[src/rtl/mem_port_arbiter.sv]
// -----------------------------------------------------------------------------
// mem_port_arbiter
//
// Lets instruction fetch (IF) and the data path (loads/stores) share one
// single-port memory bus. A request is captured in IDLE, driven onto mem_* until
// mem_ack (or until the wait timeout expires), and the response is handed back
// to the requester that owns the transaction. Data requests win over fetch.
// A pipeline flush cancels an outstanding fetch: the bus cycle still runs to
// completion (DRAIN), but no response reaches the fetch side.
//
// Optional feature: define ARB_STARVE_EN to stop fetch from starving. After
// STARVE_LIMIT consecutive lost arbitrations, fetch wins the next one even
// if dm_req is high. Without the macro, data always wins.
//
// Ports
//   clk, reset                     clock (rising edge), synchronous active-high reset
//   if_req / if_addr               fetch request (level, sampled in IDLE)
//   if_gnt / if_done / if_rdata    fetch accept pulse, completion pulse, read data
//   dm_req / dm_we / dm_addr       data request, store flag, address
//   dm_wdata / dm_wstrb            store data and byte enables
//   dm_gnt / dm_done / dm_rdata    data accept pulse, completion pulse, load data
//   bus_err                        completion was a timeout abort (with *_done)
//   flush_in                       pipeline flush, cancels fetch
//   mem_req/we/addr/wdata/wstrb    memory bus request, held stable until ack
//   mem_ack / mem_rdata            memory completion and read data (same cycle)
// -----------------------------------------------------------------------------
module mem_port_arbiter #(
    parameter int ADDR_W       = 32,
    parameter int DATA_W       = 32,
    parameter int TIMEOUT      = 15,
    parameter int STARVE_LIMIT = 4
) (
    input  logic                clk,
    input  logic                reset,
    input  logic                if_req,
    input  logic [ADDR_W-1:0]   if_addr,
    output logic                if_gnt,
    output logic                if_done,
    output logic [DATA_W-1:0]   if_rdata,
    input  logic                dm_req,
    input  logic                dm_we,
    input  logic [ADDR_W-1:0]   dm_addr,
    input  logic [DATA_W-1:0]   dm_wdata,
    input  logic [DATA_W/8-1:0] dm_wstrb,
    output logic                dm_gnt,
    output logic                dm_done,
    output logic [DATA_W-1:0]   dm_rdata,
    output logic                bus_err,
    input  logic                flush_in,
    output logic                mem_req,
    output logic                mem_we,
    output logic [ADDR_W-1:0]   mem_addr,
    output logic [DATA_W-1:0]   mem_wdata,
    output logic [DATA_W/8-1:0] mem_wstrb,
    input  logic                mem_ack,
    input  logic [DATA_W-1:0]   mem_rdata
);

    localparam int STRB_W = DATA_W / 8;
    localparam int WAIT_W = $clog2(TIMEOUT + 1);

    if (TIMEOUT < 1 || STARVE_LIMIT < 1) begin : g_bad_params
        $error("mem_port_arbiter: TIMEOUT and STARVE_LIMIT must be >= 1");
    end

    typedef enum logic [1:0] {IDLE, DATA, FETCH, DRAIN} state_t;

    state_t              state, state_nxt;
    logic [WAIT_W-1:0]   wait_cnt, wait_nxt;
    logic                mem_req_nxt, mem_we_nxt;
    logic [ADDR_W-1:0]   mem_addr_nxt;
    logic [DATA_W-1:0]   mem_wdata_nxt;
    logic [STRB_W-1:0]   mem_wstrb_nxt;
    logic                if_gnt_nxt, dm_gnt_nxt, if_done_nxt, dm_done_nxt, bus_err_nxt;
    logic [DATA_W-1:0]   if_rdata_nxt, dm_rdata_nxt;
    logic                starve_force;
    logic                fetch_win;
    logic                timeout_hit;

`ifdef ARB_STARVE_EN
    localparam int STARVE_W = $clog2(STARVE_LIMIT + 1);
    logic [STARVE_W-1:0] starve_cnt, starve_nxt;

    assign starve_force = (starve_cnt == STARVE_W'(STARVE_LIMIT));

    always_ff @(posedge clk) begin
        if (reset) starve_cnt <= '0;
        else       starve_cnt <= starve_nxt;
    end
`else
    assign starve_force = 1'b0;
`endif

    // Flush in IDLE suppresses only the fetch grant; data may still win.
    assign fetch_win   = if_req && !flush_in && (!dm_req || starve_force);
    // This wait cycle would bring wait_cnt up to TIMEOUT.
    assign timeout_hit = (wait_cnt == WAIT_W'(TIMEOUT - 1));

    // NOTE: every signal assigned in this block gets a default first, so no
    // path leaves a value unassigned and no latch is inferred.
    always_comb begin
        state_nxt     = state;
        wait_nxt      = wait_cnt;
        mem_req_nxt   = mem_req;
        mem_we_nxt    = mem_we;
        mem_addr_nxt  = mem_addr;
        mem_wdata_nxt = mem_wdata;
        mem_wstrb_nxt = mem_wstrb;
        if_gnt_nxt    = 1'b0;
        dm_gnt_nxt    = 1'b0;
        if_done_nxt   = 1'b0;
        dm_done_nxt   = 1'b0;
        bus_err_nxt   = 1'b0;
        if_rdata_nxt  = if_rdata;
        dm_rdata_nxt  = dm_rdata;
`ifdef ARB_STARVE_EN
        starve_nxt    = starve_cnt;
`endif

        case (state)
            IDLE: begin
                // A late mem_ack seen here is deliberately ignored.
                if (fetch_win) begin
                    state_nxt     = FETCH;
                    if_gnt_nxt    = 1'b1;
                    mem_req_nxt   = 1'b1;
                    mem_we_nxt    = 1'b0;
                    mem_addr_nxt  = if_addr;
                    mem_wdata_nxt = '0;
                    mem_wstrb_nxt = '0;
                    wait_nxt      = '0;
`ifdef ARB_STARVE_EN
                    starve_nxt    = '0;
`endif
                end else if (dm_req) begin
                    state_nxt     = DATA;
                    dm_gnt_nxt    = 1'b1;
                    mem_req_nxt   = 1'b1;
                    mem_we_nxt    = dm_we;
                    mem_addr_nxt  = dm_addr;
                    mem_wdata_nxt = dm_wdata;
                    mem_wstrb_nxt = dm_we ? dm_wstrb : '0;
                    wait_nxt      = '0;
`ifdef ARB_STARVE_EN
                    if (if_req && !starve_force)
                        starve_nxt = starve_cnt + 1'b1;
`endif
                end
            end

            default: begin  // DATA, FETCH, DRAIN: bus cycle in flight
                if (mem_ack) begin
                    mem_req_nxt = 1'b0;
                    state_nxt   = IDLE;
                    if (state == DATA) begin
                        dm_done_nxt  = 1'b1;
                        dm_rdata_nxt = mem_rdata;
                    end else if (state == FETCH && !flush_in) begin
                        if_done_nxt  = 1'b1;
                        if_rdata_nxt = mem_rdata;
                    end
                end else if (timeout_hit) begin
                    // Abort: owner gets an error completion, read data untouched.
                    mem_req_nxt = 1'b0;
                    state_nxt   = IDLE;
                    wait_nxt    = WAIT_W'(TIMEOUT);
                    if (state == DATA) begin
                        dm_done_nxt = 1'b1;
                        bus_err_nxt = 1'b1;
                    end else if (state == FETCH && !flush_in) begin
                        if_done_nxt = 1'b1;
                        bus_err_nxt = 1'b1;
                    end
                end else begin
                    wait_nxt = wait_cnt + 1'b1;
                    if (state == FETCH && flush_in)
                        state_nxt = DRAIN;
                end
            end
        endcase
    end

    // NOTE: sequential state uses non-blocking assignments only, so every
    // register samples the pre-edge values regardless of statement order.
    always_ff @(posedge clk) begin
        if (reset) begin
            state     <= IDLE;
            wait_cnt  <= '0;
            mem_req   <= 1'b0;
            mem_we    <= 1'b0;
            mem_addr  <= '0;
            mem_wdata <= '0;
            mem_wstrb <= '0;
            if_gnt    <= 1'b0;
            dm_gnt    <= 1'b0;
            if_done   <= 1'b0;
            dm_done   <= 1'b0;
            bus_err   <= 1'b0;
            if_rdata  <= '0;
            dm_rdata  <= '0;
        end else begin
            state     <= state_nxt;
            wait_cnt  <= wait_nxt;
            mem_req   <= mem_req_nxt;
            mem_we    <= mem_we_nxt;
            mem_addr  <= mem_addr_nxt;
            mem_wdata <= mem_wdata_nxt;
            mem_wstrb <= mem_wstrb_nxt;
            if_gnt    <= if_gnt_nxt;
            dm_gnt    <= dm_gnt_nxt;
            if_done   <= if_done_nxt;
            dm_done   <= dm_done_nxt;
            bus_err   <= bus_err_nxt;
            if_rdata  <= if_rdata_nxt;
            dm_rdata  <= dm_rdata_nxt;
        end
    end

endmodule

[config.mk]
export PLATFORM = sky130hd
export DESIGN_NAME = mem_port_arbiter
export DESIGN_NICKNAME = d
export VERILOG_FILES = /design/src/rtl/mem_port_arbiter.sv
export SDC_FILE = /design/constraint.sdc
export NUM_CORES = 1
export LEC_CHECK = 0
export ABC_CLOCK_PERIOD_IN_PS = 2600
export CAP_MARGIN = 20
export CELL_PAD_IN_SITES_DETAIL_PLACEMENT = 0
export CELL_PAD_IN_SITES_GLOBAL_PLACEMENT = 2
export CORE_MARGIN = 3
export CORE_UTILIZATION = 39
export CTS_BUF_LIST = sky130_fd_sc_hd__clkbuf_8
export DETAILED_ROUTE_END_ITERATION = 8
export DONT_BUFFER_PORTS = 1
export PLACE_DENSITY = 0.92
export SYNTH_ARGS = -nofsm -noshare
export SYNTH_HDL_FRONTEND = slang
export SYNTH_SLANG_ARGS = --single-unit
[constraint.sdc]
create_clock -name clk -period 2.6 [get_ports clk]
set_input_delay 0.13 -clock clk [delete_from_list [all_inputs] [get_ports clk]]
set_output_delay 0.13 -clock clk [all_outputs]
set_load 0.03 [all_outputs]
# Word-level counts from Yosys, hierarchy flattened
# Cells that the tools add are included.
# Widths: inputs -> output; s select.
word_totals:
  input_bits: 139
  register_bits: 145
  out_inout_bits: 139
classes:
  n_reduce_logical: 20
  n_mux: 35
  eq_ne: 5
  n_addsub: 1
  n_bitwise: 3
op_table:
  columns: ["cell", "n"]
  rows:
  - ["$mux 32", 4]
  - ["$mux 4", 8]
  - ["$mux 1", 17]
  - ["$mux 2", 6]
  - ["$reduce_and 2->1", 4]
  - ["$add 4x1->4 const B", 1]
  - ["$eq 4x4->1 const B", 1]
  - ["$logic_and 1x1->1", 4]
  - ["$reduce_and 4->1", 1]
  - ["$reduce_bool 4->1", 1]
  - ["$reduce_or 2->1", 2]
  - ["$reduce_or 4->1", 1]
  - ["$ne 3x3->1 const B", 1]
  - ["$not 1->1", 3]
  - ["$reduce_and 3->1", 1]
  - ["$reduce_bool 3->1", 1]
  - ["$reduce_or 3->1", 1]
  - ["$eq 2x1->1 const B", 1]
  - ["$eq 2x2->1 const B", 1]
  - ["$logic_not 1->1", 2]
  - ["$logic_not 2->1", 1]
  - ["$ne 2x1->1 const B", 1]
  - ["$reduce_bool 2->1", 1]

# Longest topological paths before layout
depth:
  word_depth: 6
  ltp_mapped: 6

# Least setup slack after synthesis
# OpenSTA, ideal clock, no wires.
synth_path:
  path_type: "register to register"
  from: "register state[1]"
  to: "register mem_addr[26]"
  t_required_ps: 2481
  path_slack_ps: 1232
  setup_ps: 119
  arrival_time_ps: 1250
  path_stages_with_launch: 7
  period_less_slack_ps: 1368
  n_path_buf: 3
  cell_sequence: "dfxtp_1 or2_1 buf_6 buf_6 buf_6 o31a_1 o221a_2"
synth_via:
  elab_chain_cells: 2
synth_rtl:
  columns: ["element", "line_no", "source"]
  rows:
  - ["start, declared", "68", "state_t state, state_nxt;"]
  - ["start signal, assigned", "202", "state <= state_nxt;"]
  - ["$logic_not 2->1", "120", "case (state)"]
  - ["$reduce_and 2->1 (no source line)", null, null]
  - ["end signal, assigned", "206", "mem_addr <= mem_addr_nxt;"]
  - ["end, declared", "52", "output logic [ADDR_W-1:0] mem_addr,"]
# No other way between the ends.
# A chain may end at the register's enable or synchronous reset.

# Worst setup path after layout
layout_path:
  from: "register state[1]"
  to: "register mem_addr[15]"
# The elaborated chain is that of the path after synthesis.

==> out/summary.txt <==
status: finished clean
asr flop ratio synth: 0%
R2R Setup Slk: 150 ps
area of the die: 15290 um2
placed inst area: 5375 um2
later-pin clock latency in the skew report: 450 ps
CTS root buf: clkbuf_8
RSZ-0062 raised after global routing: false
Min-Delay Path Class: input port to register
Synth Instances: 554
Pre-antenna DRT Iters: 4
Setup Buffers After CTS: 0
top-area cell type share of the netlist area: 53.77%
Cell Area, Synth: 5399 um2
ratio of cells with drive above 1 in the final layout: 12.17%
setup tns final: 0 ps
Clk pin slew, worst setup/hold paths: 90 ps
WL/cell: 19.07 um
GRT Total Usage: 20.51%
Netlist cell types: 40
Die Span Y: 123.7 um
Worst path max stage delay: 570 ps
Buf+Inv Stages, Crit Path: 3
ant diodes: 0
Psw: 1538 uW
Port Buf Inserts: 0
# rows: 42
total number of vias: 4763
Yosys reg bits: 145
Flop pwr share: 55.0%
startpoint types: register
fmax: 408.3 MHz
CP max FO: 40
Initial Util: 40.29%
CP Capture Type: register
clock power share: 33.1%
largest net degree at the start of global routing: 81
P per Cell Area: 685.1 nW/um2
Leakage: 0.002625 uW
worst vdd ir: 0.3841 mV
Seq/Total Area, Yosys: 53.77%
Post-synth top cells: dfxtp_1 (145), nand2_1 (141), a21oi_1 (68)
Max Slew Vio Count: 0
Synth Net Count: 695
DRC violation count after routing: 0
vias in the first global route: 4833
Setup violations, final: 0
Cell Chain, Critical Path: or2_1 > buf_4 > a21oi_4 > buf_4 > o221a_2 > dlygate4sd3_1
CTS tree: built
Routed Antenna Nets: 0
delay-heaviest family, CP: buffers and inverters
Worst-Margin Slew: 636.0 ps
most used flip-flop cell after synthesis: dfxtp_1
WS Path Type: register to register
total CTS buffers: 17
H-tree levels: 4
top-count cell post-synth: dfxtp_1
initial antenna violation count: 1
Worst Path Required: 2930 ps
Rel. slew slack: 57.54%
Final Skew: 19.05 ps
final period utilization: 94.20%
total gr overflow: 0
I/O Pins: 278
most frequent CP cell: buf_4
core area: 13400 um2
Synth area leader: dfxtp_1
area grow syn2layout: 32.44%
Internal: 3362 uW
Final Hold Viols: 0
1st-iter DRT viols: 242
Syn Area/Cell: 9.745 um2
first-pass GRT wire length: 24680 um
switching share of power: 31.38%
maxcap violations: 0
yosys warns: 0
drt total wl: 16360 um
logic gate share of total power: 12.0%
GPL Wtd Cong: 0.7610
Post-synth EDFFs: 0
vias per cell: 5.551
post-route cell area: 7151 um2
Final nets: 810
Tmin final: 2449 ps
Clock Path Buffers: 2
CP max-delay cell: dlygate4sd3_1
Sink Count: 145
Arr. time, crit path: 2780 ps
DIE WIDTH: 123.7 um
leading post-synthesis cells by cell area: dfxtp_1 (54%), nand2_1 (9.8%), o221a_2 (6.7%), a21oi_1 (6.3%), a22o_1 (5.2%)
HPWL after DPL: 9750 um
[cells in the final DEF, fill, tap and decap left out, types with 2 or more instances in the layout]
master / n
inv_1: 2
a31oi_1: 6
clkinvlp_4: 4
buf_4: 8
o31a_1: 32
inv_8: 2
ha_1: 2
nand3_1: 8
o21ai_0: 2
dfxtp_1: 144
nor2_1: 5
a22o_1: 32
inv_6: 6
a2111oi_0: 2
o221a_2: 32
nand2_1: 141
clkbuf_8: 17
nand2b_1: 3
nor3_1: 3
a21oi_1: 68
clkinv_2: 2
dlygate4sd3_1: 138
[stage by stage]
| step | hold slack (ps) | power, uW | setup WS, ps | cells | utilization (%) |
|---|---|---|---|---|---|
| global placement | 214.3 | 3060 | 790.2 | 687 | 40.11 |
| detailed placement | 213.6 | 3077 | 709.7 | 687 | 40.11 |
| CTS | 22.58 | 4926 | 160.5 | 858 | 53.30 |
| global route | 37.04 | 5109 | 43.50 | 858 | 53.36 |
| finish | 51.43 | 4899 | 150.8 | 858 | 53.36 |
| floorplan | 219.7 | 3041 | 1232 | 554 | - |
[registers in the layout, indices dropped and copies added (netlist names)]
register and flops:
dm_rdata 32, mem_wstrb 4, mem_we 1, if_rdata 32
mem_wdata 32, if_gnt 1, wait_cnt 4, state 2
dm_gnt 1, mem_req 1, bus_err 1, if_done 1
mem_addr 32, dm_done 1
[path summary, 6_finish.rpt]
kind	startpoint	endpoint	cells past startpoint
worst min register to register	wait_cnt[3]	wait_cnt[3]	1
worst min-delay path	reset	if_gnt	2
worst max register to register	state[1]	mem_addr[15]	6
worst max-delay path	state[1]	mem_addr[15]	6
[kinds of logic after synthesis]
kind of cell,synth area share [%]
compound gates,26.37
simple gates,13.28
flops,53.77
buf+inv,6.118
fa+ha+maj,0.4634
[area by class of cell]
cell class / count / area [um2]
fillers: 1178 / 6250
flip-flops and latches: 145 / 2904
well taps: 176 / 220.2
multi-input cells: 355 / 2188
inverters: 3 / 11.26
clock inverters: 15 / 123.9
repair buffers: 147 / 1469
clock buffers: 17 / 234.0
[layer usage]
metal  global-route usage [%]  part of all wire (%)  vias up  wire (um)
met1                    23.24                    39     2284       6382
met5                        0                 0.043        -          7
met4                    7.405                   1.9        2        314
li1                         -                     -     2215          -
met3                    7.720                   9.6       29       1571
met2                    35.18                    49      233       8087
[worst register-to-register path: cells and delay by family, from the launching register on]
| kind | cells | cell delay, ps |
|---|---|---|
| AOI/OAI and AO/OA | 2 | 390 |
| DFF | 1 | 560 |
| buffers and inverters | 3 | 1230 |
| and+or+nand+nor | 1 | 160 |
[power by group through the flow]
stage	registers [uW]	logic, uW	clock network [uW]
after floorplan	2700	340	0
after global placement	2740	319	0
after detailed placement	2740	337	0
after CTS	2690	569	1670
after global routing	2710	636	1760
final	2690	586	1620
[timing repair]
action,4_1_cts,5_1_grt
hold buffers,139,0
endpoints found under the hold margin,144,0
endpoints found under the setup margin,0,32
gates resized for setup,0,2
Note: power is estimated with default switching activity, not from simulation.
